**config.mk**
```make
export PLATFORM = sky130hd
export DESIGN_NAME = alu_mult_sequencer
export DESIGN_NICKNAME = d
export VERILOG_FILES = /design/src/rtl/alu_pkg.sv /design/src/rtl/mult_shift_add_dp.sv /design/src/rtl/alu_mult_sequencer.sv
export SDC_FILE = /design/constraint.sdc
export NUM_CORES = 1
export LEC_CHECK = 0
export ABC_AREA = 1
export CORE_MARGIN = 5
export CORE_UTILIZATION = 60
export CTS_CLUSTER_DIAMETER = 80
export DETAILED_ROUTE_END_ITERATION = 6
export PLACE_DENSITY = 0.91
export SLEW_MARGIN = 20
export SYNTH_ARGS = -nofsm -noshare
export SYNTH_HDL_FRONTEND = slang
export SYNTH_SLANG_ARGS = --single-unit
```
**constraint.sdc**
```tcl
create_clock -name clk -period 9.82 [get_ports clk]
set_input_delay 0.982 -clock clk [delete_from_list [all_inputs] [get_ports clk]]
set_output_delay 0.982 -clock clk [all_outputs]
set_load 0.05 [all_outputs]
```
**src/rtl/alu_pkg.sv**
```systemverilog
// -----------------------------------------------------------------------------
// alu_pkg
//
// Shared definitions for the execute-stage ALU blocks:
//   alu_ctrl_t    3-bit decoded ALU control code
//   ALU_*         control code constants (ALU_MULT selects the multiplier)
//   mult_state_t  state encoding of the multi-cycle multiply sequencer
// -----------------------------------------------------------------------------
package alu_pkg;

  typedef logic [2:0] alu_ctrl_t;

  localparam alu_ctrl_t ALU_ADD  = 3'b000;
  localparam alu_ctrl_t ALU_XOR  = 3'b001;
  localparam alu_ctrl_t ALU_SUB  = 3'b010;
  localparam alu_ctrl_t ALU_SLT  = 3'b011;
  localparam alu_ctrl_t ALU_SLL  = 3'b100;
  localparam alu_ctrl_t ALU_SRL  = 3'b101;
  localparam alu_ctrl_t ALU_MULT = 3'b110;

  typedef enum logic [1:0] {
    IDLE = 2'd0,
    RUN  = 2'd1,
    DONE = 2'd2
  } mult_state_t;

endpackage : alu_pkg

```
**src/rtl/mult_shift_add_dp.sv**
```systemverilog
// -----------------------------------------------------------------------------
// mult_shift_add_dp
//
// Shift-add multiplier datapath: accumulator, multiplicand and multiplier
// registers plus the 2*WIDTH-bit adder. Sequencing comes from the FSM in
// alu_mult_sequencer through two enables.
//
// Optional build macro: ALU_MULT_EARLY_TERM_EN adds mplier_last_o, which
// flags that the multiplier has no set bits left after the current shift.
//
// Ports:
//   clk            system clock, rising edge
//   reset          asynchronous active-high reset
//   load_i         capture operands, clear accumulator
//   step_i         perform one add-and-shift iteration
//   op_a_i         multiplicand (unsigned)
//   op_b_i         multiplier (unsigned)
//   acc_o          running / final product
//   mplier_last_o  (macro only) multiplier is zero after this step's shift
// -----------------------------------------------------------------------------
module mult_shift_add_dp
  import alu_pkg::*;
#(
  parameter int WIDTH = 32
) (
  input  logic                 clk,
  input  logic                 reset,
  input  logic                 load_i,
  input  logic                 step_i,
  input  logic [WIDTH-1:0]     op_a_i,
  input  logic [WIDTH-1:0]     op_b_i,
  output logic [2*WIDTH-1:0]   acc_o
`ifdef ALU_MULT_EARLY_TERM_EN
  ,
  output logic                 mplier_last_o
`endif
);

  logic [2*WIDTH-1:0] acc_q,    acc_d;
  logic [2*WIDTH-1:0] mcand_q,  mcand_d;
  logic [WIDTH-1:0]   mplier_q, mplier_d;

  // NOTE: every variable assigned in always_comb gets a default first so no
  // path leaves it unassigned; otherwise synthesis infers a latch.
  always_comb begin
    acc_d    = acc_q;
    mcand_d  = mcand_q;
    mplier_d = mplier_q;
    if (load_i) begin
      acc_d    = '0;
      mcand_d  = {{WIDTH{1'b0}}, op_a_i};
      mplier_d = op_b_i;
    end else if (step_i) begin
      // Sum wraps modulo 2^(2*WIDTH); the final product always fits anyway.
      if (mplier_q[0]) begin
        acc_d = acc_q + mcand_q;
      end
      mcand_d  = mcand_q << 1;
      mplier_d = mplier_q >> 1;
    end
  end

  // NOTE: sequential state uses non-blocking assignments so every register
  // samples pre-edge values regardless of statement order. All datapath
  // registers are plain flops (no memory arrays), so all of them are reset.
  always_ff @(posedge clk or posedge reset) begin
    if (reset) begin
      acc_q    <= '0;
      mcand_q  <= '0;
      mplier_q <= '0;
    end else begin
      acc_q    <= acc_d;
      mcand_q  <= mcand_d;
      mplier_q <= mplier_d;
    end
  end

  assign acc_o = acc_q;

`ifdef ALU_MULT_EARLY_TERM_EN
  // After this step's right shift only bits [WIDTH-1:1] survive.
  assign mplier_last_o = (mplier_q[WIDTH-1:1] == '0);
`endif

endmodule : mult_shift_add_dp

```
**src/rtl/alu_mult_sequencer.sv**
```systemverilog
// -----------------------------------------------------------------------------
// alu_mult_sequencer
//
// Execute-stage controller for a multi-cycle unsigned shift-add multiply.
// Only ALU_MULT is accepted; every other code passes through with the block
// idle and never stalling. While the multiply iterates the pipeline is held
// with stall; the product is presented with a one-cycle done pulse and then
// held on result_hi/result_lo until the next completed multiply.
//
// Optional build macro: ALU_MULT_EARLY_TERM_EN -- leave RUN as soon as the
// remaining multiplier bits are all zero (default build: fixed WIDTH
// iterations, done at accept + WIDTH + 1).
//
// Ports:
//   clk        system clock, rising edge
//   reset      asynchronous active-high reset
//   start      execute-stage instruction valid
//   alu_ctrl   decoded ALU control code
//   op_a       multiplicand (unsigned)
//   op_b       multiplier (unsigned)
//   flush      pipeline flush, aborts a multiply in progress
//   stall      pipeline hold request (combinational)
//   busy       high in RUN or DONE
//   done       one-cycle product-valid pulse
//   result_lo  low half of the product
//   result_hi  high half of the product
// -----------------------------------------------------------------------------
module alu_mult_sequencer
  import alu_pkg::*;
#(
  parameter int WIDTH = 32,
  parameter int CNT_W = $clog2(WIDTH + 1)
) (
  input  logic             clk,
  input  logic             reset,
  input  logic             start,
  input  logic [2:0]       alu_ctrl,
  input  logic [WIDTH-1:0] op_a,
  input  logic [WIDTH-1:0] op_b,
  input  logic             flush,
  output logic             stall,
  output logic             busy,
  output logic             done,
  output logic [WIDTH-1:0] result_lo,
  output logic [WIDTH-1:0] result_hi
);

  mult_state_t        state_q, state_d;
  logic [CNT_W-1:0]   cnt_q,   cnt_d;
  logic [2*WIDTH-1:0] result_q, result_d;
  logic [2*WIDTH-1:0] acc;

  logic accept;
  logic load;
  logic step;
  logic last_iter;

  // Reset gating keeps stall low while reset is held, even with start high.
  assign accept = (state_q == IDLE) & start & (alu_ctrl_t'(alu_ctrl) == ALU_MULT)
                & ~flush & ~reset;

`ifdef ALU_MULT_EARLY_TERM_EN
  logic mplier_last;
  assign last_iter = (cnt_q == CNT_W'(WIDTH - 1)) | mplier_last;
`else
  assign last_iter = (cnt_q == CNT_W'(WIDTH - 1));
`endif

  mult_shift_add_dp #(
    .WIDTH (WIDTH)
  ) u_dp (
    .clk           (clk),
    .reset         (reset),
    .load_i        (load),
    .step_i        (step),
    .op_a_i        (op_a),
    .op_b_i        (op_b),
    .acc_o         (acc)
`ifdef ALU_MULT_EARLY_TERM_EN
    ,
    .mplier_last_o (mplier_last)
`endif
  );

  // Next state and control outputs.
  always_comb begin
    state_d = state_q;
    load    = 1'b0;
    step    = 1'b0;
    stall   = 1'b0;
    busy    = 1'b0;
    done    = 1'b0;
    unique case (state_q)
      IDLE: begin
        if (accept) begin
          load    = 1'b1;
          stall   = 1'b1;
          state_d = RUN;
        end
      end
      RUN: begin
        busy  = 1'b1;
        stall = 1'b1;
        step  = ~flush;
        if (flush) begin
          state_d = IDLE;
        end else if (last_iter) begin
          state_d = DONE;
        end
      end
      DONE: begin
        // stall stays low so the stage advances with the valid product.
        busy    = 1'b1;
        done    = ~flush;
        state_d = IDLE;
      end
      default: begin
        state_d = IDLE;
      end
    endcase
  end

  always_comb begin
    cnt_d = cnt_q;
    if (load) begin
      cnt_d = '0;
    end else if (step) begin
      cnt_d = cnt_q + CNT_W'(1);
    end
  end

  // The held result only updates on a completed (unflushed) DONE.
  always_comb begin
    result_d = result_q;
    if (done) begin
      result_d = acc;
    end
  end

  always_ff @(posedge clk or posedge reset) begin
    if (reset) begin
      state_q  <= IDLE;
      cnt_q    <= '0;
      result_q <= '0;
    end else begin
      state_q  <= state_d;
      cnt_q    <= cnt_d;
      result_q <= result_d;
    end
  end

  // In DONE the accumulator is presented directly, so the product is visible
  // in the done cycle while result_q still holds the previous one.
  assign result_lo = done ? acc[WIDTH-1:0]       : result_q[WIDTH-1:0];
  assign result_hi = done ? acc[2*WIDTH-1:WIDTH] : result_q[2*WIDTH-1:WIDTH];

endmodule : alu_mult_sequencer

```
# Word-level counts from Yosys, hierarchy flattened

Index checks and enable logic that the tools add are counted.

Bits in registers: 232
Logic and storage cells: 47

Bitwise gates (word level): 6
Reductions and logical operators: 6
Add/sub/neg operators: 2
Equal/unequal tests: 6
Muxes and demuxes: 21

Operators with widths:

| kind                                                            | number |
|---|---|
| 64-bit 2-to-1 mux                                               | 5 |
| 32-bit 2-to-1 mux                                               | 4 |
| 64-bit adder                                                    | 1 |
| 6-bit 2-to-1 mux                                                | 2 |
| 6-bit by 1-bit adder with 6-bit output, second input constant   | 1 |
| 6-bit by 5-bit == test with 1-bit output, second input constant | 1 |
| 2-bit 2-to-1 mux                                                | 3 |
| 1-bit 2-to-1 mux                                                | 5 |
| 1-bit AND                                                       | 4 |
| 2-bit case mux with 2 select lines                              | 1 |
| 2-bit AND reduction                                             | 2 |
| 2-bit nonzero test                                              | 2 |
| 3-bit == test, second input constant                            | 1 |
| 3-bit != test, second input constant                            | 1 |
| 2-bit by 1-bit == test with 1-bit output, second input constant | 1 |
| 2-bit == test, second input constant                            | 1 |
| 2-bit zero test                                                 | 1 |
| 2-bit != test, second input constant                            | 1 |
| 1-bit inverter                                                  | 2 |
| 1-bit case mux with 2 select lines                              | 1 |
| 2-bit OR reduction                                              | 1 |

# Logic depth before layout (Yosys ltp)

Gate-level depths: netlist of run 1.

Word-level depth: 9
Depth in mapped cells: 16

# Cells and area by module

From an unflattened synthesis of run 1, not the netlist that was laid out.

Cells, all modules: 2245
Area total of the unflattened synthesis: 14903.0 µm²

By module, submodules not included:

| module             | seq. area each (µm²) | cells each | area an instance (µm²) | instances |
|---|---|---|---|---|
| mult_shift_add_dp  | 4003.8               | 1908       | 11984.0                | 1 |
| alu_mult_sequencer | 1801.7               | 337        | 2919.0                 | 1 |

# Least setup slack after synthesis of run 1

No wires, ideal clock.

Path type: input -> output
From: in reset
To: out stall
Data arrival time: 4.859 ns
Buffers on the path: 2
Path slack: 3.979 ns
Stages: 7
Path through: inv_2 -> nand2_1 -> nor3_1 -> nand2_2 -> buf_2 -> clkbuf_1 -> nand2_1

Longest elaborated chain between the ends: 4

Ends and longest elaborated chain:

| element                            | RTL line                 | RTL |
|---|---|---|
| start, declared                    | alu_mult_sequencer.sv:35 | `input logic reset,` |
| 1-bit inverter                     | alu_mult_sequencer.sv:60 | `& ~flush & ~reset;` |
| 1-bit AND                          | alu_mult_sequencer.sv:60 |  |
| 1-bit 2-to-1 mux                   | alu_mult_sequencer.sv:95 | `if (accept) begin` |
| 1-bit case mux with 2 select lines | alu_mult_sequencer.sv:93 | `unique case (state_q)` |
| end, declared                      | alu_mult_sequencer.sv:41 | `output logic stall,` |

Every way passes these cells.

# Worst setup path after layout of run 1

From: in flush
To: out result_lo[28]

Longest elaborated chain between the ends: 3

Ends and longest elaborated chain:

| element           | RTL line                  | RTL |
|---|---|---|
| start, declared   | alu_mult_sequencer.sv:40  | `input logic flush,` |
| 1-bit inverter    | alu_mult_sequencer.sv:114 | `done = ~flush;` |
| 1-bit 2-to-1 mux  | alu_mult_sequencer.sv:93  |  |
| 32-bit 2-to-1 mux | alu_mult_sequencer.sv:154 | `assign result_lo = done ? acc[WIDTH-1:0] : result_q[WIDTH-1:0];` |
| end, declared     | alu_mult_sequencer.sv:44  | `output logic [WIDTH-1:0] result_lo,` |

Every way passes these cells.

==> qor.txt, run 1 <==
Nets@finish - 2569
Final setup violation count - 0
Fin area - 17660 um2
Most common cell in the synthesized netlist - nand2_1
Layout cells sized above 1 - 4.167%
Worst Setup Start Kind - input pin
Worst stage delay on the critical path - 0.86 ns
Number of gates resized after CTS - 0
Worst-Skew Late Latency - 0.54 ns
Leak - 9.922 nW
CP max FO - 48
Grt ovf - 0
Num CTS Buffers - 25
Router iterations before antenna repair - 6
Worst Path Arrival - 4.21 ns
Iter 0 DRT Violations - 1391
Max Root-Sink Buffers - 3
Status - finished, final reports clean
Highest clock rate - 192.6 MHz
DRC violations left - 0
Crit-path slowest cell - clkdlybuf4s50_1
Hold Vio Cnt, Final - 0
I/O pin total - 138
Max-cap violations - 0
Port bufs - 137
DPL Wire Length - 33450 um
Fin Clk Skew - 0.02728 ns
Max Slew Vio Count - 0
R2R cell count - 9
Period utilization - 52.86%
Total chip power - 5.238 mW
HP Class - register to register
RePlAce Congestion - 0.9436
Pwr/cell area - 296.7 nW/um2
CTS Sinks - 232
Number of global-route vias before repair - 14490
Mapped Cells - 2322
Crit path to - result_lo[28]
RSZ-0062 raised after global routing - no
Largest net degree at the start of global routing - 101
Min-Delay Path Depth - 2
Overall die height - 169.2 um
# diodes - 0
Initial Util - 60.73%
Post-synth EDFFs - 0
Die W - 169.2 um
Fin crit period - 5.191 ns
CTS tree - built
Area grow syn2layout - 16.12%
Final WL - 45220 um
Row cnt - 58
Syn avg cell area - 6.548 um2
R2r setup slk - 6.18 ns
DR vias - 14920
First-pass GRT wire length - 73720 um
Worst VDD drop - 0.2823 mV
FF-to-FF Start - state_q[1]$_DFFE_PP0P_
CP Capture Type - primary output
Hold Buf Count CTS - 0
Post-Place Cell Area - 16800 um2
Yosys cell types - 32
Fraction of registers with async set/reset - 100.0%
Tot GR Track Use - 31.57%
Post-Syn Area - 15200 um2
Root buffer cell - clkbuf_16
Routed Antenna Nets - 0
Area leader, netlist - dfrtp_1
Clock transition at path regs - 0.05 ns
Required @ worst endpoint - 8.84 ns
CP startpoint - flush
DIE AREA - 28630 um2
Initial antenna violation count - 0
Synth top area cells - dfrtp_1, nand2_1, inv_1
Setup_tns - 0 ns
Via density - 5.369
Core outline area - 25040 um2
H-tree levels - 1
Syn_nets - 2461
Yosys warns - 0
Yosys reg bits - 232
Post-layout util - 70.52%
DR WL/cell - 16.28 um
Crit-path cells - clkdlybuf4s50_1 -> nor2_2 -> buf_4 -> inv_2 -> buf_4 -> nand2_1 -> o21ai_0 -> clkdlybuf4s50_1
Reg-to-reg endpoint - u_dp.acc_o[43]$_DFFE_PP0P_
Worst-Margin Slew - 1.020 ns
Seq/Total Area, Yosys - 38.18%
Top_reg_cell synth - dfrtp_1
Setup Buffers After CTS - 0
Kind of critical path - input pin to primary output
Top cell type's share of synthesized area - 38.18%
Worst relative slew slack - 32.00%
Commonest cells post-synth - nand2_1, inv_1, dfrtp_1
## where the power goes
group / internal [mW] / total (mW) / switching, mW / leakage, nW
Combinational: 0.855 / 2.71 / 1.85 / 6.48
Clock: 0.587 / 0.982 / 0.395 / 0.422
Sequential: 1.31 / 1.55 / 0.237 / 3.02
## metal layers
layer / up-vias / part of all wire (%) / track usage [%]
li1: 7347 / - / -
met1: 6863 / 45 / 45.54
met2: 626 / 44 / 50.03
met3: 80 / 9.2 / 5.497
met4: 0 / 2.4 / 7.875
met5: - / 0 / 0
## through the flow
step	instances	hold WS [ns]	setup slack, ns
after floorplan	2322	0.4774	3.979
after global placement	2733	0.4506	4.719
after detailed placement	2733	0.4554	4.680
after CTS	2778	0.4706	4.603
after global routing	2778	0.4890	4.373
final	2778	0.4677	4.629
## cell families after synthesis
family	share of synthesized area (%)
AND/OR/NAND/NOR	32.75
buffers and inverters	13.13
flip-flops	38.18
AO/OA/AOI/OAI	9.834
adder cells (fa/ha/maj)	5.645
XOR/XNOR	0.4608
## worst min-delay path by stage
stage | from | to
after floorplan | u_dp.acc_o[24]$_DFFE_PP0P_ | u_dp.acc_o[24]$_DFFE_PP0P_
after global placement | result_q[63]$_DFFE_PP0P_ | result_q[63]$_DFFE_PP0P_
after detailed placement | result_q[44]$_DFFE_PP0P_ | result_q[44]$_DFFE_PP0P_
after CTS | result_q[63]$_DFFE_PP0P_ | result_q[63]$_DFFE_PP0P_
after global routing | result_q[59]$_DFFE_PP0P_ | result_q[59]$_DFFE_PP0P_
final | result_q[63]$_DFFE_PP0P_ | result_q[63]$_DFFE_PP0P_
## cells in the final DEF (no fill, tap or decap), types with 6 or more instances in the layout
cell               n
a31oi_1           64
ha_1              67
o22ai_1           11
inv_2              6
nor3_1            11
nand3_2            8
nand4_1            7
nand2_2           20
nand3_1          106
a21oi_1           62
o21ai_0           80
o211ai_1          15
nor2_1           168
inv_1            452
buf_4              8
clkbuf_16         25
clkdlybuf4s50_1  137
nor2_2            11
o311ai_0          16
o21ai_1            8
dfrtp_1          232
clkbuf_8           9
nand2_1          883
## layout make-up
cell class,count,area [um2]
fill,2131,7381
clock inverter,7,91.34
multi-input combinational,1566,7416
tap,330,412.9
timing repair buffer,145,1431
clock buffer,38,764.5
sequential,232,5806
inverter,460,1734
## registers in the layout, indices dropped and copies added, names as in the netlist
register       cells
u_dp.mcand_q      64
u_dp.mplier_q     32
cnt_q              6
state_q            2
result_q          64
u_dp.acc_o        64
## worst max-delay path: cells and delay by family
family / cells / cell delay, ns
compound gates: 1 / 0.14
buf+inv: 5 / 2.84
simple gates: 2 / 0.18
No activity file was read; power rests on OpenSTA's default activity.
==> inputs of run 2 (changes only) <==
--- a/config.mk
+++ b/config.mk
@@ -7,10 +7,10 @@
 export LEC_CHECK = 0
 export ABC_AREA = 1
 export CORE_MARGIN = 5
-export CORE_UTILIZATION = 60
+export CORE_UTILIZATION = 59
 export CTS_CLUSTER_DIAMETER = 80
 export DETAILED_ROUTE_END_ITERATION = 6
-export PLACE_DENSITY = 0.91
+export PLACE_DENSITY = 0.9
 export SLEW_MARGIN = 20
 export SYNTH_ARGS = -nofsm -noshare
 export SYNTH_HDL_FRONTEND = slang
==> constraint.sdc (replaced) <==
create_clock -name clk -period 5.24 [get_ports clk]
set_input_delay 0.524 -clock clk [delete_from_list [all_inputs] [get_ports clk]]
set_output_delay 0.524 -clock clk [all_outputs]
set_load 0.05 [all_outputs]
==> run 2 against run 1 <==
Effect of this change: flip-flop and latch count is the same; register-to-register slack lost 3.9 ns; sequential share of layout area is essentially flat; power grew 85%; cell count is essentially flat; largest cell class unchanged; largest power group unchanged; highest routed layer unchanged.
==> qor.txt, run 2 (synthesis gave the netlist of run 1 again) <==
Status - finished, final reports clean
Worst path bufs/invs - 5 (unchanged)
Combinational power share - 52.0% (+0.3 points)
Net switching power - 4.597 mW (+85%)
Hold slack final - 0.3971 ns (-0.07054 ns)
Crit-path slowest cell - clkdlybuf4s50_1
Placed cells - 2739 (+0.22%)
Fin area - 17650 um2 (about the same)
Number of global-route vias before repair - 14550 (+0.36%)
CP max FO - 63 (+31%)
Die W - 170.5 um (+0.79%)
Worst VDD drop - 0.4499 mV (+59%)
Worst Setup Start Kind - register
Num CTS Buffers - 25 (unchanged)
Area grow syn2layout - 16.08% (about the same)
Most frequent cells in the layout - nand2_1, inv_1, dfrtp_1
Most common cell after layout, fill and taps aside - nand2_1
Register share of total power - 29.9% (+0.3 points)
DPL Wire Length - 33690 um (+0.72%)
Routed Antenna Nets - 0 (unchanged)
Nets@finish - 2575 (+0.23%)
Port bufs - 137 (unchanged)
Max Root-Sink Buffers - 3 (unchanged)
Number of gates resized after CTS - 0 (unchanged)
Reg-to-reg endpoint - state_q[0]$_DFFE_PP0P_
Pwr/cell area - 550.4 nW/um2 (+86%)
Leak - 9.915 nW (about the same)
DIE AREA - 29080 um2 (+1.6%)
Hold Vio Cnt, Final - 0 (unchanged)
Row cnt - 58 (unchanged)
# diodes - 0 (unchanged)
Setup Slack @ Placement - 1.405 ns (-3.275 ns)
Clock transition at path regs - 0.06 ns (about the same)
Fin crit period - 3.968 ns
FF-to-FF Start - state_q[1]$_DFFE_PP0P_
Hold Buf Count CTS - 0 (unchanged)
Fin cells - 2780 (+0.072%)
RSZ-0062 raised after global routing - no
WP depth - 9 (+1)
Via density - 5.380 (+0.20%)
Initial antenna violation count - 0 (unchanged)
Overall die height - 170.5 um (+0.79%)
Crit path to - result_hi[0]
DR WL/cell - 16.10 um (-1.1%)
Fin Clk Skew - 0.02059 ns (-0.006692 ns)
CTS tree - built
Clock share of power - 18.1% (-0.6 points)
Router iterations before antenna repair - 6 (unchanged)
Grt ovf - 0 (unchanged)
Setup Buffers After CTS - 0 (unchanged)
HP Class - input pin to asynchronous set/reset pin
Crit-path cells - inv_1 -> ha_1 -> inv_1 -> nor2_2 -> inv_2 -> buf_4 -> nand2_1 -> o21ai_0 -> clkdlybuf4s50_1
Delay-heaviest family, CP - buffers and inverters
Worst relative slew slack - 34.65% (+2.7 points)
I/O pin total - 138 (unchanged)
Initial Util - 60.21% (-0.52 points)
R2r setup slk - 2.27 ns (-3.91 ns)
Root buffer cell - clkbuf_16
Final setup violation count - 0 (unchanged)
Setup_tns - 0 ns (unchanged)
H-tree levels - 1 (unchanged)
CP startpoint - state_q[0]$_DFFE_PP0P_
Worst-Skew Late Latency - 0.54 ns (about the same)
Internal power - 5.117 mW (+86%)
CP Capture Type - primary output
Required @ worst endpoint - 4.72 ns (-4.12 ns)
RePlAce Congestion - 1.014 (+7.5%)
Post-Place Cell Area - 16850 um2 (+0.34%)
Core outline area - 25250 um2 (+0.87%)
Iter 0 DRT Violations - 1464 (+5.2%)
Worst-Margin Slew - 0.9802 ns (-0.03977 ns)
Highest clock rate - 252.0 MHz
Worst stage delay on the critical path - 0.86 ns (about the same)
Tot GR Track Use - 30.90% (-0.67 points)
Worst Path Arrival - 3.44 ns (-0.77 ns)
Kind of critical path - register to primary output
DR vias - 14960 (+0.27%)
Period utilization - 75.73%
CTS Sinks - 232 (unchanged)
Final WL - 44760 um (-1.0%)
Sw frac - 47.32% (-0.083 points)
Layout cells sized above 1 - 4.041% (-0.13 points)
Final worst-path setup slack - 1.272 ns (-3.358 ns)
First-pass GRT wire length - 72820 um (-1.2%)
Max-cap violations - 0 (unchanged)
R2R cell count - 9 (unchanged)
Most frequent cell on the critical path - inv_1
Max Slew Vio Count - 0 (unchanged)
DRC violations left - 0 (unchanged)
Largest net degree at the start of global routing - 74 (-27%)
-- run 2: metrics by stage --
| step | power (mW) | utilization [%] |
|---|---|---|
| 5_1_grt | 10.38 | 69.89 |
| 2_1_floorplan | 6.378 | - |
| 4_1_cts | 9.681 | 69.89 |
| 3_3_place_gp | 7.684 | 66.74 |
| 3_5_place_dp | 7.869 | 66.74 |
| 6_report | 9.714 | 69.89 |
-- run 2: layout make-up --
cell class                 instances  area, um2
fill                            2138       7605
multi-input combinational       1566       7413
sequential                       232       5806
inverter                         460       1734
timing repair buffer             151       1489
clock buffer                      35      683.2
tap                              330      412.9
clock inverter                     6      111.4
-- run 2: metal layers --
layer	vias up	track usage, %	wire [um]
met5	-	0	0
met4	0	8.229	1192
met3	73	6.816	4616
met2	639	50.03	20090
met1	6894	42.39	18870
li1	7351	-	-
-- run 2: worst min-delay path by stage --
stage                                   endpoint  slack [ns]  cells after the start
CTS                    u_dp.acc_o[9]$_DFFE_PP0P_        0.39                      2
global placement        result_q[42]$_DFFE_PP0P_        0.45                      2
global route        u_dp.mcand_q[40]$_DFFE_PP0P_        0.42                      2
finish              u_dp.mcand_q[40]$_DFFE_PP0P_        0.40                      2
floorplan             u_dp.acc_o[24]$_DFFE_PP0P_        0.48                      2
detailed placement      result_q[63]$_DFFE_PP0P_        0.46                      2
-- run 2: power groups by stage --
| stage | clock network (mW) | logic [mW] | registers, mW |
|---|---|---|---|
| 2_1_floorplan | 0 | 3.61 | 2.77 |
| 3_3_place_gp | 0 | 4.81 | 2.88 |
| 3_5_place_dp | 0 | 4.96 | 2.91 |
| 4_1_cts | 1.79 | 5.00 | 2.89 |
| 5_1_grt | 1.85 | 5.54 | 2.98 |
| 6_report | 1.76 | 5.05 | 2.90 |
